## src/rtl/imem_access_ctrl_pkg.sv

```systemverilog
// Shared definitions for the instruction-memory access controller, the UART
// programmer and the CPU core: widths, FSM state encoding and mode constants.
package imem_access_ctrl_pkg;

    localparam int unsigned REGISTER_WIDTH       = 4;
    localparam int unsigned MEMORY_ADDRESS_WIDTH = 4;
    localparam int unsigned MEMORY_DEPTH         = 1 << MEMORY_ADDRESS_WIDTH;
    localparam int unsigned WRITE_COUNT_WIDTH    = MEMORY_ADDRESS_WIDTH + 1;

    typedef enum logic [1:0] {
        stRUN     = 2'd0,
        stDRAIN   = 2'd1,
        stPROG    = 2'd2,
        stRELEASE = 2'd3
    } state_e;

    typedef enum logic {
        MODE_RUN  = 1'b0,
        MODE_PROG = 1'b1
    } mode_e;

    // CPU/programmer control outputs, registered together with the state
    typedef struct packed {
        logic  halt;
        logic  cpu_reset;
        mode_e mode;
    } ctl_t;

    // Values driven while reset_i is asserted: CPU held in reset, not halted
    localparam ctl_t CTL_RESET = '{halt: 1'b0, cpu_reset: 1'b1, mode: MODE_RUN};

    function automatic ctl_t ctl_for(input state_e s);
        ctl_t c;
        c = '{halt: 1'b0, cpu_reset: 1'b0, mode: MODE_RUN};
        unique case (s)
            stRUN:     c = '{halt: 1'b0, cpu_reset: 1'b0, mode: MODE_RUN};
            stDRAIN:   c = '{halt: 1'b1, cpu_reset: 1'b0, mode: MODE_RUN};
            stPROG:    c = '{halt: 1'b1, cpu_reset: 1'b0, mode: MODE_PROG};
            stRELEASE: c = '{halt: 1'b1, cpu_reset: 1'b1, mode: MODE_RUN};
        endcase
        return c;
    endfunction

endpackage

```

## src/rtl/imem_access_ctrl_if.sv

```systemverilog
// Bundle of the programmer, CPU and memory-side signals around the
// instruction-memory access controller.
interface imem_access_ctrl_if;
    import imem_access_ctrl_pkg::*;

    logic                            prog_req_i;
    logic                            cpu_idle_i;
    logic [MEMORY_ADDRESS_WIDTH-1:0] cpu_addr_i;
    logic [REGISTER_WIDTH-1:0]       prog_data_i;
    logic [MEMORY_ADDRESS_WIDTH-1:0] prog_addr_i;
    logic                            prog_we_i;

    logic [MEMORY_ADDRESS_WIDTH-1:0] mem_addr_o;
    logic [REGISTER_WIDTH-1:0]       mem_data_o;
    logic                            mem_we_o;
    logic                            cpu_halt_o;
    logic                            cpu_reset_o;
    logic                            prog_active_o;
    logic [WRITE_COUNT_WIDTH-1:0]    write_count_o;
    logic                            overflow_o;

    // Surrounding top level: programmer, CPU core and memory
    modport master (
        output prog_req_i, cpu_idle_i, cpu_addr_i, prog_data_i, prog_addr_i, prog_we_i,
        input  mem_addr_o, mem_data_o, mem_we_o, cpu_halt_o, cpu_reset_o,
               prog_active_o, write_count_o, overflow_o
    );

    // Access controller
    modport slave (
        input  prog_req_i, cpu_idle_i, cpu_addr_i, prog_data_i, prog_addr_i, prog_we_i,
        output mem_addr_o, mem_data_o, mem_we_o, cpu_halt_o, cpu_reset_o,
               prog_active_o, write_count_o, overflow_o
    );

endinterface

```

## src/rtl/imem_access_ctrl_imem_mux.sv

```systemverilog
// Stateless address/data/write-enable select in front of the single-port
// instruction memory; the programmer path has zero-cycle latency.
module imem_mux
    import imem_access_ctrl_pkg::*;
(
    input  logic                            sel_prog,
    input  logic [MEMORY_ADDRESS_WIDTH-1:0] cpu_addr,
    input  logic [MEMORY_ADDRESS_WIDTH-1:0] prog_addr,
    input  logic [REGISTER_WIDTH-1:0]       prog_data,
    input  logic                            prog_we,
    output logic [MEMORY_ADDRESS_WIDTH-1:0] mem_addr,
    output logic [REGISTER_WIDTH-1:0]       mem_data,
    output logic                            mem_we
);

    always_comb begin
        mem_addr = cpu_addr;
        mem_data = '0;
        mem_we   = 1'b0;
        if (sel_prog) begin
            mem_addr = prog_addr;
            mem_data = prog_data;
            mem_we   = prog_we;
        end
    end

endmodule

```

## src/rtl/imem_access_ctrl.sv

```systemverilog
// Arbitrates the instruction memory between CPU fetch (RUN) and the UART
// programmer (PROGRAM), sequencing halt, drain, programming and CPU release.
module imem_access_ctrl
    import imem_access_ctrl_pkg::*;
#(
    parameter int unsigned DRAIN_TIMEOUT = 15,
    parameter int unsigned RESET_CYCLES  = 4
) (
    input  logic              clk_i,
    input  logic              reset_i,
    imem_access_ctrl_if.slave bus
);

    localparam int unsigned TO_W = (DRAIN_TIMEOUT > 0) ? $clog2(DRAIN_TIMEOUT + 1) : 1;
    localparam int unsigned RC_W = (RESET_CYCLES > 1) ? $clog2(RESET_CYCLES) : 1;

    state_e                       state_q;
    ctl_t                         ctl_q;
    logic [TO_W-1:0]              to_cnt_q;
    logic [RC_W-1:0]              rst_cnt_q;
    logic [WRITE_COUNT_WIDTH-1:0] wr_cnt_q;
    logic                         ovf_q;

    logic drain_expired;
    logic release_done;
    logic wr_full;
    logic sel_prog;
    logic mux_we;

    // drain_expired fires on the DRAIN_TIMEOUT-th cycle spent in stDRAIN
    assign drain_expired = (to_cnt_q + TO_W'(1)) == TO_W'(DRAIN_TIMEOUT);
    assign release_done  = rst_cnt_q == RC_W'(RESET_CYCLES - 1);
    assign wr_full       = wr_cnt_q == WRITE_COUNT_WIDTH'(MEMORY_DEPTH);
    assign sel_prog      = ctl_q.mode == MODE_PROG;

    // Mode FSM and session counters; control outputs change only on transitions
    always_ff @(posedge clk_i or posedge reset_i) begin
        if (reset_i) begin
            state_q   <= stRELEASE;
            ctl_q     <= CTL_RESET;
            to_cnt_q  <= '0;
            rst_cnt_q <= '0;
            wr_cnt_q  <= '0;
            ovf_q     <= 1'b0;
        end else begin
            unique case (state_q)
                stRUN: begin
                    if (bus.prog_req_i) begin
                        state_q  <= stDRAIN;
                        ctl_q    <= ctl_for(stDRAIN);
                        to_cnt_q <= '0;
                    end
                end
                stDRAIN: begin
                    to_cnt_q <= to_cnt_q + TO_W'(1);
                    if (bus.cpu_idle_i || drain_expired) begin
                        state_q  <= stPROG;
                        ctl_q    <= ctl_for(stPROG);
                        wr_cnt_q <= '0;
                        ovf_q    <= 1'b0;
                    end else if (!bus.prog_req_i) begin
                        state_q <= stRUN;
                        ctl_q   <= ctl_for(stRUN);
                    end
                end
                stPROG: begin
                    if (bus.prog_we_i) begin
                        if (wr_full) begin
                            ovf_q <= 1'b1;
                        end else begin
                            wr_cnt_q <= wr_cnt_q + WRITE_COUNT_WIDTH'(1);
                        end
                    end
                    if (!bus.prog_req_i) begin
                        state_q   <= stRELEASE;
                        ctl_q     <= ctl_for(stRELEASE);
                        rst_cnt_q <= '0;
                    end
                end
                stRELEASE: begin
                    if (release_done) begin
                        state_q <= stRUN;
                        ctl_q   <= ctl_for(stRUN);
                    end else begin
                        rst_cnt_q <= rst_cnt_q + RC_W'(1);
                    end
                end
            endcase
        end
    end

    imem_mux u_imem_mux (
        .sel_prog  (sel_prog),
        .cpu_addr  (bus.cpu_addr_i),
        .prog_addr (bus.prog_addr_i),
        .prog_data (bus.prog_data_i),
        .prog_we   (bus.prog_we_i),
        .mem_addr  (bus.mem_addr_o),
        .mem_data  (bus.mem_data_o),
        .mem_we    (mux_we)
    );

    // Reset kills an in-flight write without waiting for the state flops
    assign bus.mem_we_o      = mux_we & ~reset_i;
    assign bus.cpu_halt_o    = ctl_q.halt;
    assign bus.cpu_reset_o   = ctl_q.cpu_reset;
    assign bus.prog_active_o = sel_prog;
    assign bus.write_count_o = wr_cnt_q;
    assign bus.overflow_o    = ovf_q;

endmodule
```

## src/flat_wrapper.sv

```systemverilog
// flat-port wrapper written by rule: the top's interface ports become plain ports
module imem_access_ctrl_flat import imem_access_ctrl_pkg::*;
#(
    parameter int unsigned DRAIN_TIMEOUT = 15,
    parameter int unsigned RESET_CYCLES  = 4
)
  (clk_i, reset_i, bus_prog_req_i, bus_cpu_idle_i, bus_cpu_addr_i, bus_prog_data_i, bus_prog_addr_i, bus_prog_we_i, bus_mem_addr_o, bus_mem_data_o, bus_mem_we_o, bus_cpu_halt_o, bus_cpu_reset_o, bus_prog_active_o, bus_write_count_o, bus_overflow_o);
  imem_access_ctrl_if bus_i ();
  input  logic clk_i;
  input  logic reset_i;
  input wire logic [$bits(bus_i.prog_req_i)-1:0] bus_prog_req_i;
  input wire logic [$bits(bus_i.cpu_idle_i)-1:0] bus_cpu_idle_i;
  input wire logic [$bits(bus_i.cpu_addr_i)-1:0] bus_cpu_addr_i;
  input wire logic [$bits(bus_i.prog_data_i)-1:0] bus_prog_data_i;
  input wire logic [$bits(bus_i.prog_addr_i)-1:0] bus_prog_addr_i;
  input wire logic [$bits(bus_i.prog_we_i)-1:0] bus_prog_we_i;
  output wire logic [$bits(bus_i.mem_addr_o)-1:0] bus_mem_addr_o;
  output wire logic [$bits(bus_i.mem_data_o)-1:0] bus_mem_data_o;
  output wire logic [$bits(bus_i.mem_we_o)-1:0] bus_mem_we_o;
  output wire logic [$bits(bus_i.cpu_halt_o)-1:0] bus_cpu_halt_o;
  output wire logic [$bits(bus_i.cpu_reset_o)-1:0] bus_cpu_reset_o;
  output wire logic [$bits(bus_i.prog_active_o)-1:0] bus_prog_active_o;
  output wire logic [$bits(bus_i.write_count_o)-1:0] bus_write_count_o;
  output wire logic [$bits(bus_i.overflow_o)-1:0] bus_overflow_o;
  assign bus_i.prog_req_i = bus_prog_req_i;
  assign bus_i.cpu_idle_i = bus_cpu_idle_i;
  assign bus_i.cpu_addr_i = bus_cpu_addr_i;
  assign bus_i.prog_data_i = bus_prog_data_i;
  assign bus_i.prog_addr_i = bus_prog_addr_i;
  assign bus_i.prog_we_i = bus_prog_we_i;
  assign bus_mem_addr_o = bus_i.mem_addr_o;
  assign bus_mem_data_o = bus_i.mem_data_o;
  assign bus_mem_we_o = bus_i.mem_we_o;
  assign bus_cpu_halt_o = bus_i.cpu_halt_o;
  assign bus_cpu_reset_o = bus_i.cpu_reset_o;
  assign bus_prog_active_o = bus_i.prog_active_o;
  assign bus_write_count_o = bus_i.write_count_o;
  assign bus_overflow_o = bus_i.overflow_o;
  imem_access_ctrl #(.DRAIN_TIMEOUT(DRAIN_TIMEOUT), .RESET_CYCLES(RESET_CYCLES)) u_core (.clk_i(clk_i), .reset_i(reset_i), .bus(bus_i));
endmodule
```

## config.mk

```make
export PLATFORM = sky130hd
export DESIGN_NAME = imem_access_ctrl_flat
export DESIGN_NICKNAME = d
export VERILOG_FILES = /design/src/rtl/imem_access_ctrl_pkg.sv /design/src/rtl/imem_access_ctrl_if.sv /design/src/rtl/imem_access_ctrl_imem_mux.sv /design/src/rtl/imem_access_ctrl.sv /design/src/flat_wrapper.sv
export SDC_FILE = /design/constraint.sdc
export NUM_CORES = 1
export LEC_CHECK = 0
export CAP_MARGIN = 0
export CORE_ASPECT_RATIO = 0.75
export CORE_MARGIN = 1
export CORE_UTILIZATION = 42
export CTS_CLUSTER_SIZE = 14
export DETAILED_ROUTE_END_ITERATION = 12
export GPL_ROUTABILITY_DRIVEN = 0
export HOLD_SLACK_MARGIN = 0.02
export PLACE_DENSITY = 0.76
export SYNTH_ARGS = -nofsm -noshare
export SYNTH_HDL_FRONTEND = slang
export SYNTH_SLANG_ARGS = --single-unit
```

## constraint.sdc

```tcl
create_clock -name clk_i -period 1.65 [get_ports clk_i]
set_clock_uncertainty 0.05 [all_clocks]
set_input_delay 0.2475 -clock clk_i [delete_from_list [all_inputs] [get_ports clk_i]]
set_output_delay 0.2475 -clock clk_i [all_outputs]
set_load 0.005 [all_outputs]
```

## Word level (Yosys, flattened, before mapping)

Cells that the tools add are included.

- Register bits: 17
- Bits in read-only memories: 0
- Memories kept: 0
- Memory bits (writable): 0
- Input bits: 17
- Latch bits: 0

- Bitwise gates (word level): 2
- $lt $le $gt $ge: 0
- Multipliers: 0
- Div/mod/pow operators: 0
- Eq/ne operators: 15
- Add/subtract/negate cells: 3
- Reduce and logical (&&, ||, !) cells: 10
- Mux-type cells: 27
- Shift operators: 0

Operators with widths:

| kind | number |
|---|---|
| 3-bit 2-to-1 mux | 5 |
| 5-bit 2-to-1 mux | 3 |
| 2-bit 2-to-1 mux | 6 |
| 4-bit 2-to-1 mux | 3 |
| 3-bit one-hot mux with 4 select lines | 1 |
| 4-bit AND reduction | 3 |
| 2-bit != test, second input constant | 5 |
| 5-bit one-hot mux with 2 select lines | 1 |
| 2-bit one-hot mux with 4 select lines | 1 |
| 4-bit one-hot mux with 2 select lines | 1 |
| 2-bit == test, second input constant | 3 |
| 2-bit by 1-bit != test with 1-bit output, second input constant | 3 |
| 2-bit nonzero test | 3 |
| 5-bit by 1-bit adder with 5-bit output, second input constant | 1 |
| 5-bit == test, second input constant | 1 |
| 4-bit by 1-bit adder with 4-bit output, second input constant | 1 |
| 4-bit == test, second input constant | 1 |
| 1-bit 2-to-1 mux | 4 |
| 2-bit one-hot mux with 2 select lines | 1 |
| 3-bit by 2-bit != test with 1-bit output, second input constant | 1 |
| 3-bit AND reduction | 1 |
| 2-bit by 1-bit adder with 2-bit output, second input constant | 1 |
| 2-bit by 1-bit == test with 1-bit output, second input constant | 1 |
| 2-bit zero test | 1 |
| other kinds (5) | 5 |

## Logic depth before layout (Yosys ltp)

Gate-level depths: netlist of run 1.

- Depth in word-level cells: 5
- Gate-level depth with buffers: 6
- Depth with buffers taken out: 6

## Hierarchy

From an unflattened synthesis of run 1, not the netlist that was laid out.

- Cells, all modules: 128
- Area total of the unflattened synthesis: 1244.9 um^2

Modules (own cells, without submodules):

| module | cells an instance | instances | area an instance (um^2) | seq. area each (um^2) |
|---|---|---|---|---|
| imem_access_ctrl | 118 | 1 | 1136.1 | 429.2 |
| imem_mux | 10 | 1 | 108.9 | 0.0 |

## Worst setup path after synthesis of run 1

Ideal clock, no wire load.

- Kind: reg-to-reg
- From: register u_core.to_cnt_q[0]
- To: register u_core.ctl_q (netlist bit u_core.bus.cpu_reset_o)
- Period minus slack after synthesis: 1529 ps
- Arrival: 1417 ps
- Data required time: 1538 ps
- Buffers on the path: 0
- Path slack: 121 ps
- Cell stages (with the launch flop): 6
- Path through: dfrtp_1 inv_1 ha_1 and3b_2 a2111oi_4 a41o_1

- Longest elaborated chain between the ends: 5

RTL lines:

| what | line | source |
|---|---|---|
| start, declared | imem_access_ctrl.sv:19 | `logic [TO_W-1:0] to_cnt_q;` |
| start signal, assigned | imem_access_ctrl.sv:55 | `to_cnt_q <= to_cnt_q + TO_W'(1);` |
| 4-bit by 1-bit adder with 4-bit output * | imem_access_ctrl.sv:31 | `assign drain_expired = (to_cnt_q + TO_W'(1)) == TO_W'(DRAIN_TIMEOUT);` |
| 4-bit == test * | imem_access_ctrl.sv:31 |  |
| 1-bit logical OR * | imem_access_ctrl.sv:56 | `if (bus.cpu_idle_i \|\| drain_expired) begin` |
| 3-bit by 2-bit != test with 1-bit output (no line) or 3-bit 2-to-1 mux (tied branches) | n/a |  |
| 4-bit AND reduction (no line) or 3-bit one-hot mux with 4 select lines (tied branches) | n/a |  |
| end signal, assigned | imem_access_ctrl.sv:50 | `ctl_q <= ctl_for(stDRAIN);` |
| end signal, assigned | imem_access_ctrl.sv:58 | `ctl_q <= ctl_for(stPROG);` |
| end signal, assigned | imem_access_ctrl.sv:63 | `ctl_q <= ctl_for(stRUN);` |
| end, declared | imem_access_ctrl.sv:18 | `ctl_t ctl_q;` |

Every way passes the cells marked *; elsewhere a longest branch is shown, timed or not.
A chain may end at the register's enable or synchronous reset.

## Worst setup path after layout of run 1

- From: register u_core.wr_cnt_q[0] (netlist: u_core.bus.write_count_o[0])
- To: output bus_write_count_o[0]

RTL lines:

| what | line | source |
|---|---|---|
| start, declared | imem_access_ctrl.sv:21 | `logic [WRITE_COUNT_WIDTH-1:0] wr_cnt_q;` |
| start signal, assigned | imem_access_ctrl.sv:71 | `wr_cnt_q <= wr_cnt_q + WRITE_COUNT_WIDTH'(1);` |
| end, declared | flat_wrapper.sv:23 | `output wire logic [$bits(bus_i.write_count_o)-1:0] bus_write_count_o;` |

No word-level cell between the ends.

==> results of run 1 <==
metrics by stage:
step	hold slack, ps	setup TNS, ps
CTS	250.0	-40.73
floorplan	127.0	0
finish	251.5	0
global route	262.8	-120.7
detailed placement	466.9	-174.3
global placement	439.3	-39.90
cells by family (layout without fill, tap and decap cells):
family | Yosys count | in the layout | synth area share
and+or+nand+nor | 50 | 50 | 0.2686
adders and majority gates | 5 | 5 | 0.05459
buffers and inverters | 11 | 62 | 0.03930
DFF | 17 | 17 | 0.3745
muxes | 6 | 6 | 0.05786
xor gates and xnor gates | 3 | 3 | 0.02293
AOI/OAI and AO/OA | 28 | 28 | 0.1823
power by group through the flow:
stage | logic (uW) | registers, uW | clock network (uW)
3_5_place_dp | 1280 | 770 | 0
4_1_cts | 1340 | 747 | 237
5_1_grt | 1500 | 784 | 261
6_report | 1370 | 755 | 234
2_1_floorplan | 745 | 746 | 0
3_3_place_gp | 1230 | 757 | 0
registers in the layout, summed over array words and instances (netlist names):
register and flops:
u_core.bus.cpu_halt_o 1, u_core.bus.overflow_o 1, u_core.bus.cpu_reset_o 1, u_core.state_q 2, u_core.bus.prog_active_o 1, u_core.rst_cnt_q 2
u_core.bus.write_count_o 5, u_core.to_cnt_q 4
what timing repair did:
| item | in CTS | in global routing |
|---|---|---|
| buffers inserted | 4 | 0 |
| resized for setup | 18 | 14 |
| hold buffers | 0 | 0 |
| endpoints found under the setup margin | 16 | 13 |
| pin swaps | 2 | 2 |
Yosys cell counts (2+ instances only):
cell / count / area share
inv_1: 6 / 0.020
xnor2_1: 2 / 0.015
clkbuf_1: 2 / 0.0066
nand3_1: 3 / 0.013
nand2b_1: 3 / 0.016
and2_1: 4 / 0.022
and3_1: 2 / 0.011
a21oi_1: 4 / 0.017
nand2_1: 10 / 0.033
buf_2: 3 / 0.013
dfrtp_1: 14 / 0.31
ha_1: 5 / 0.055
mux2_2: 5 / 0.049
a21o_1: 2 / 0.013
o21ai_0: 10 / 0.044
nor2_1: 10 / 0.033
o22ai_1: 2 / 0.011
dfstp_2: 3 / 0.069
and4bb_2: 2 / 0.022
nor2b_1: 4 / 0.022
worst max-delay path, stage by stage, from the launching register on:
cell             delay (ps)
dfrtp_1                 360
buf_4                   140
clkdlybuf4s50_1         500
cell type report:
type,count,area [um^2]
clock buffer,4,26.28
fill,230,910.9
inverter,6,22.52
multi-input combinational,92,696.9
sequential,17,431.7
tap,36,45.04
timing repair buffer,52,469.2
metal layers:
metal | global-route usage | vias to the layer above
met2 | 0.3648 | 25
met1 | 0.2578 | 517
li1 | - | 526
met4 | 0.09302 | 0
met3 | 0.05583 | 5
met5 | 0 | -
path summary, 6_finish.rpt:
path                                                to  cells after the start                         from  slack (ps)
min                        u_core.bus.write_count_o[4]                      3                      reset_i         250
max reg2reg                u_core.bus.write_count_o[0]                      6  u_core.bus.write_count_o[1]          50
min reg2reg                        u_core.rst_cnt_q[1]                      2          u_core.rst_cnt_q[1]         480
max                               bus_write_count_o[0]                      2  u_core.bus.write_count_o[0]          50
min in group clk_i                 u_core.rst_cnt_q[1]                      2          u_core.rst_cnt_q[1]         480
max in group asynchronous       u_core.bus.cpu_reset_o                      3                      reset_i        1040
==> impl_metrics.py, run 1 <==
metrics = {
    "yosys": {
        "synthFlopType": "dfrtp_1",
        "yosysUniqueCellTypes": 44,
        "synth-edff-count": 0,
        "async_reset_ff_frac": 1.000,
        "synth-seq-cells": 17,
        "synth_area_um2": 1146,
        "yosys_warnings": 0,
        "synthCells": 120,
        "yosysSeqAreaShare": 0.3745,
        "synth_nets": 142,
        "syn_area_per_cell_um2": 9.551,
    },
    "routing": {
        "route.met3.wl_um": 116,
        "drc": 0,
        "via_per_inst": 5.184,
        "routed-wl-met2_um": 1403,
        "wl_met1_um": 1361,
        "vias": 1073,
        "drt-initial-drc-count": 32,
        "dr.pass1.iters": 4,
        "final_antenna_net_count": 0,
        "top_layer": "met4",
        "wirelength_um": 2913,
        "detail_route.wl_per_cell_um": 14.07,
    },
    "place": {
        "dpl.hpwl_um": 2145,
        "portBuffers": 34,
        "placed_area_um2": 1614,
        "dp.cells": 199,
        "pre_cts_ws_ps": -66.17,
    },
    "grt": {
        "grt.total_usage": 0.2103,
        "grt_pass1_wl_um": 4533,
        "grt_max_degree": 21,
        "antenna_found_initial": 0,
        "grt_pass1_vias": 983,
        "gr-total-overflow": 0,
    },
    "floorplan": {
        "pin_count": 35,
        "core-area_um2": 2603,
        "dieWidth_um": 62.32,
        "die-area_um2": 2944,
        "num_rows": 16,
        "initial_utilization": 0.4404,
        "die_height_um": 47.24,
    },
    "worst_setup_path": {
        "cp_data_required_time_ps": 1350,
        "start_kind": "flip-flop",
        "crit_fanout": 5,
        "critPathArrivalTime_ps": 1310,
        "crit_path_end_kind": "output port",
        "crit_type": "reg2out",
    },
    "sta": {
        "max-slew-margin-rel": 0.7472,
        "setup_viol": 0,
        "fmax_mhz": 623.1,
        "min_period_ps": 1605,
        "rsz0062_at_grt": "yes",
        "worstMarginPinSlew_ps": 379.2,
        "setup_ws_ps": 45.24,
        "finalMaxSlewViolations": 0,
        "fin_crit_sh": 0.9726,
        "final_hold_viol_count": 0,
    },
    "layout": {
        "design_area_um2": 1692,
        "fin_util": 0.6500,
        "layout-drive-gt1-share": 0.2982,
        "syn_to_final_growth_pct": 47.60,
        "layout_common_cells": "23 x clkdlybuf4s50_1, 14 x buf_4, 12 x dfrtp_1",
        "final_cells": 207,
        "antenna_cells": 0,
        "mostFrequentLayoutCell": "clkdlybuf4s50_1",
        "nNetsFinal": 194,
    },
    "cts": {
        "cts_buffer_depth": 2,
        "clkLatencyLatePin_ps": 300,
        "cts-root-buf": "clkbuf_4",
        "cts_max_level": 1,
        "clock-sinks": 17,
        "numCtsBuffers": 3,
        "cts_tree": "done",
        "clk_pin_slew_ps": 100,
    },
    "power": {
        "pwr-share-comb": 0.580,
        "p_switching_uw": 913.5,
        "ir_drop_v": 0.0007383,
        "power.total_uw": 2355,
        "pwr-share-seq": 0.321,
        "netSwitchingFraction": 0.3879,
        "p_int_uw": 1441,
        "pwr-share-clk": 0.099,
        "powerDensity_nw_per_um2": 1392,
        "p_leak_uw": 0.0007800,
    },
    "outcome": {
        "status": "finished, final reports clean",
    },
    "flow_run": {
        "max_cap_violations": 0,
    },
    "hold_path": {
        "hold_path.class": "in2async",
    },
}
No activity file was read; power rests on OpenSTA's default activity.
==> inputs of run 2 (changes only) <==
REMOVE_ABC_BUFFERS = 1   (was not set)
==> run 2 against run 1 <==
Against the previous run:
- routed wire length grew 0.62%
- first-iteration DRC count rose by 130%
- register-to-register slack improved by 30 ps
- utilization down 0.58 points
- critical path depth is 1 higher
- sequential share of layout area grew 0.23 points
- hold slack got worse by 17 ps
- critical endpoint is now bus_mem_addr_o[0]
- largest power group unchanged
- highest routed layer unchanged
==> impl_metrics.py, run 2 (synthesis gave the netlist of run 1 again) <==
metrics = {
    "outcome": {
        "status": "finished, final reports clean",
    },
    "routing": {
        "via_per_inst": 5.232,
        "vias": 1083,
        "detail_route.wl_per_cell_um": 14.16,
        "drc": 0,
        "drt-initial-drc-count": 72,
        "wirelength_um": 2931,
        "dr.pass1.iters": 4,
        "final_antenna_net_count": 0,
    },
    "sta": {
        "setup_viol": 0,
        "finalMaxSlewViolations": 0,
        "final_hold_viol_count": 0,
        "worstMarginPinSlew_ps": 365.8,
        "fmax_mhz": 622.6,
        "fin_crit_sh": 0.9735,
        "min_period_ps": 1606,
        "rsz0062_at_grt": "yes",
        "max-slew-margin-rel": 0.7544,
    },
    "floorplan": {
        "die_height_um": 47.24,
        "dieWidth_um": 62.32,
        "die-area_um2": 2944,
        "core-area_um2": 2603,
        "pin_count": 35,
        "initial_utilization": 0.4404,
        "num_rows": 16,
    },
    "layout": {
        "nNetsFinal": 194,
        "final_cells": 207,
        "layout-drive-gt1-share": 0.2924,
        "largest_reg_flops": 5,
        "mostFrequentLayoutCell": "clkdlybuf4s50_1",
        "layout_common_cells": "22 x clkdlybuf4s50_1, 14 x buf_4, 12 x dfrtp_1",
        "syn_to_final_growth_pct": 46.29,
        "antenna_cells": 0,
        "design_area_um2": 1677,
    },
    "worst_setup_path": {
        "critPathArrivalTime_ps": 1310,
        "crit_fanout": 5,
        "crit_type": "reg2out",
        "crit_path_end_kind": "output port",
        "start_kind": "flip-flop",
        "cp_data_required_time_ps": 1350,
    },
    "cts": {
        "cts_buffer_depth": 2,
        "clk_pin_slew_ps": 110,
        "hold_buffers": 0,
        "cts-root-buf": "clkbuf_4",
        "cts_tree": "done",
        "numCtsBuffers": 3,
        "clkLatencyLatePin_ps": 300,
        "clock-sinks": 17,
        "cts_max_level": 1,
    },
    "grt": {
        "grt_pass1_vias": 1024,
        "grt_pass1_wl_um": 4609,
        "antenna_found_initial": 0,
        "grt_max_degree": 21,
        "grt.total_usage": 0.2061,
        "gr-total-overflow": 0,
    },
    "power": {
        "powerDensity_nw_per_um2": 1416,
        "ir_drop_v": 0.0008401,
        "power.total_uw": 2374,
        "p_leak_uw": 0.0007659,
    },
    "place": {
        "portBuffers": 34,
        "placed_area_um2": 1592,
        "dp.cells": 196,
        "dpl.hpwl_um": 2190,
    },
    "flow_run": {
        "max_cap_violations": 0,
    },
    "hold_path": {
        "hold_path.class": "in2async",
    },
}
run 2: timing repair:
| action | in CTS | in global routing |
|---|---|---|
| pin swaps | 0 | 2 |
| setup endpoints to repair | 13 | 12 |
| resized for setup | 21 | 12 |
| setup buffers | 7 | 1 |
run 2: cell type report:
cell class / count / area [um^2]
sequential: 17 / 431.7
multi-input combinational: 92 / 683.2
fill: 227 / 925.9
tap: 36 / 45.04
clock inverter: 1 / 5.005
clock buffer: 3 / 22.52
inverter: 6 / 22.52
timing repair buffer: 52 / 466.7
run 2: worst max-delay path, cell delays in order (launching register included):
cell,delay (ps)
dfrtp_2,460
buf_6,130
mux2_4,290
buf_6,120
run 2: final timing paths:
| check | from | endpoint | slack [ps] | depth (start not counted) |
|---|---|---|---|---|
| max reg2reg | u_core.to_cnt_q[0] | u_core.bus.write_count_o[3] | 80 | 6 |
| max in group asynchronous | reset_i | u_core.bus.cpu_reset_o | 1060 | 3 |
| min in group clk_i | u_core.rst_cnt_q[1] | u_core.rst_cnt_q[1] | 490 | 2 |
| max | u_core.bus.prog_active_o | bus_mem_addr_o[0] | 40 | 3 |
| min reg2reg | u_core.rst_cnt_q[1] | u_core.rst_cnt_q[1] | 490 | 2 |
| min | reset_i | u_core.rst_cnt_q[1] | 230 | 3 |
run 2: where the power goes:
| group | total, uW | internal (uW) | switching (uW) |
|---|---|---|---|
| sequential | 756 | 599 | 158 |
| combinational | 1380 | 751 | 625 |
| clock | 242 | 90.5 | 151 |
| total | 2370 | 1440 | 934 |
run 2: routing by layer:
metal | vias to the layer above | wire [um] | part of all wire | GRT usage
li1 | 528 | - | - | -
met5 | - | 0 | 0 | 0
met3 | 2 | 94 | 0.032 | 0.04369
met1 | 526 | 1360 | 0.46 | 0.2489
met2 | 27 | 1468 | 0.50 | 0.3934
met4 | 0 | 8 | 0.0027 | 0.04651
run 2: stage by stage:
stage	util	hold slack (ps)	setup TNS, ps	worst slack (ps)
after floorplan	-	127.0	0	5.367
after global placement	0.6115	430.6	-110.7	-110.7
final	0.6442	234.8	0	43.74
after detailed placement	0.6115	462.7	-143.1	-126.4
after global routing	0.6442	254.3	-7.446	-4.973
after CTS	0.6399	228.8	-32.78	-27.29
==> inputs of run 3 (changes only) <==
ABC_AREA = 1   (was not set)
CORE_UTILIZATION = 41   (was 42)
CTS_CLUSTER_DIAMETER = 60   (was not set)
PLACE_DENSITY = 0.75   (was 0.76)
==> run 3 against run 2 <==
Against the previous run:
- utilization rose by 2.1 points
- first-iteration DRC count fell by 69%
- die area fell by 3.7%
- highest routed layer unchanged
- hold slack got worse by 4.2 ps
- critical path type unchanged
- largest power group unchanged
==> impl_metrics.py, run 3 <==
metrics = {
    "power": {
        "powerDensity_nw_per_um2": 1358,
        "p_leak_uw": 0.0008886,
        "ir_drop_v": 0.0008435,
    },
    "layout": {
        "fin_util": 0.6651,
        "mostFrequentLayoutCell": "nand2_1",
        "layout-drive-gt1-share": 0.2094,
        "final_cells": 225,
        "largest_reg_flops": 5,
        "antenna_cells": 0,
        "layout_common_cells": "51 x nand2_1, 23 x clkdlybuf4s50_1, 18 x inv_1",
        "design_area_um2": 1585,
        "nNetsFinal": 214,
        "final.fill_count": 199,
        "syn_to_final_growth_pct": 47.33,
    },
    "worst_setup_path": {
        "max_stage_delay_ps": 460,
        "cp_data_required_time_ps": 1350,
        "critPathArrivalTime_ps": 1290,
        "cpLargestDelayFamily": "flip-flops",
        "critPathSlowestCell": "dfrtp_2",
        "start_kind": "flip-flop",
        "crit_chain": "buf_4 > inv_2 > nand2_1 > nand2_1 > dlygate4sd2_1",
        "crit_type": "reg2out",
        "cp_common_cell": "nand2_1",
        "crit_path_end_kind": "output port",
        "crit_buf_inv": 3,
        "crit_fanout": 6,
    },
    "place": {
        "dp.cells": 213,
        "dpl.hpwl_um": 1815,
        "portBuffers": 34,
        "placed_area_um2": 1478,
    },
    "sta": {
        "worstMarginPinSlew_ps": 214.8,
        "fin_crit_sh": 0.9624,
        "whs_ps": 230.6,
        "max-slew-margin-rel": 0.8568,
        "fmax_mhz": 629.7,
        "setup_tns_ps": 0,
        "setup_viol": 0,
        "final_hold_viol_count": 0,
        "finalMaxSlewViolations": 0,
        "min_period_ps": 1588,
    },
    "cts": {
        "cts_max_level": 1,
        "clkLatencyLatePin_ps": 300,
        "cts_buffer_depth": 2,
        "cts-root-buf": "clkbuf_4",
        "clock-sinks": 17,
        "numCtsBuffers": 3,
        "hold_buffers": 0,
        "clk_pin_slew_ps": 110,
        "cts_tree": "done",
    },
    "floorplan": {
        "die-area_um2": 2835,
        "core-area_um2": 2384,
        "pin_count": 35,
        "die_height_um": 46.37,
        "num_rows": 15,
        "initial_utilization": 0.4514,
        "dieWidth_um": 61.16,
    },
    "grt": {
        "gr-total-overflow": 0,
        "grt_pass1_vias": 874,
        "gr-max-usage-layer": "met2",
        "grt_pass1_wl_um": 3657,
        "met2_usage": 0.2891,
        "grt_use_met1": 0.2298,
        "grt.total_usage": 0.1764,
        "antenna_found_initial": 0,
        "grt_max_degree": 18,
        "gr-usage-met3": 0.03090,
    },
    "yosys": {
        "synth_area_um2": 1076,
        "yosys_warnings": 0,
        "synth_common_cells": "51 x nand2_1, 19 x inv_1, 14 x dfrtp_1",
        "yosysSeqAreaShare": 0.3988,
        "synth-edff-count": 0,
        "async_reset_ff_frac": 1.000,
        "synth_area_leaders": "dfrtp_1 33%, nand2_1 18%, dfstp_2 7.3%",
        "synthCells": 143,
        "synthFlopType": "dfrtp_1",
        "syn_area_per_cell_um2": 7.525,
        "yosys.area.top_type": "dfrtp_1",
        "synth.most_common_cell": "nand2_1",
        "synth-seq-cells": 17,
        "synth_top_area_share": 0.3256,
        "yosysUniqueCellTypes": 22,
    },
    "routing": {
        "final_antenna_net_count": 0,
        "vias": 1042,
        "wirelength_um": 2390,
        "drc": 0,
        "drt-initial-drc-count": 22,
        "via_per_inst": 4.631,
        "dr.pass1.iters": 4,
        "detail_route.wl_per_cell_um": 10.62,
    },
    "flow_run": {
        "max_cap_violations": 0,
    },
    "hold_path": {
        "hold_path.class": "in2async",
    },
    "outcome": {
        "status": "finished, final reports clean",
    },
}
## run 3: logic make-up after synthesis
logic type	count (synthesis)	synth area share
AND/OR/NAND/NOR	78	0.3512
adder cells (fa/ha/maj)	5	0.05814
XOR/XNOR	2	0.01628
multiplexers	1	0.009303
buffers and inverters	25	0.08721
AO/OA/AOI/OAI	15	0.07907
flip-flops	17	0.3988
## run 3: area by class of cell
type	count	area, um^2	share of cell area
well taps	34	42.54	0.02684
clock buffers	3	22.52	0.01421
flip-flops and latches	17	431.7	0.2723
inverters	24	90.09	0.05683
clock inverters	1	5.005	0.003157
repair buffers	45	440.4	0.2778
multi-input cells	101	553.0	0.3489
## run 3: where the power goes
| part | switching, uW | leakage [uW] | total, uW | internal [uW] |
|---|---|---|---|---|
| Clock | 139 | 0.0000177 | 229 | 90.4 |
| Sequential | 156 | 0.000213 | 741 | 585 |
| Combinational | 603 | 0.000658 | 1180 | 580 |
## run 3: final timing paths
path	slack, ps	from	end	cells past startpoint
setup reg to reg	130	u_core.to_cnt_q[0]	u_core.bus.write_count_o[3]	9
hold reg to reg	440	u_core.rst_cnt_q[0]	u_core.rst_cnt_q[0]	1
hold / removal	230	reset_i	u_core.bus.overflow_o	3
max in group asynchronous	1060	reset_i	u_core.state_q[0]	3
min in group clk_i	440	u_core.rst_cnt_q[0]	u_core.rst_cnt_q[0]	1
setup / recovery	60	u_core.bus.prog_active_o	bus_mem_addr_o[2]	5
## run 3: per-stage QoR
step / power (uW) / setup WS (ps)
CTS: 2113 / -103.1
floorplan: 1412 / 295.7
global route: 2341 / -3.415
global placement: 1810 / -32.26
finish: 2154 / 62.05
detailed placement: 1840 / -37.68
## run 3: what timing repair did
action                                  4_1_cts  5_1_grt
endpoints found under the setup margin       11       11
gates resized for setup                       6       10
buffers inserted                              4        4
## run 3: worst register-to-register path, stage by stage, from the launching register on
cell,delay (ps)
dfrtp_1,420
ha_1,230
nand2_1,80
nand2_1,80
nor2_2,100
nand2_2,90
nand3_2,100
nand3_4,110
nand2_1,70
o21ai_0,90
## run 3: per-layer routing
| layer | vias up | share of wire |
|---|---|---|
| met5 | - | 0 |
| met4 | 0 | 0.015 |
| met3 | 5 | 0.080 |
| met2 | 30 | 0.43 |
| met1 | 464 | 0.48 |
| li1 | 543 | - |
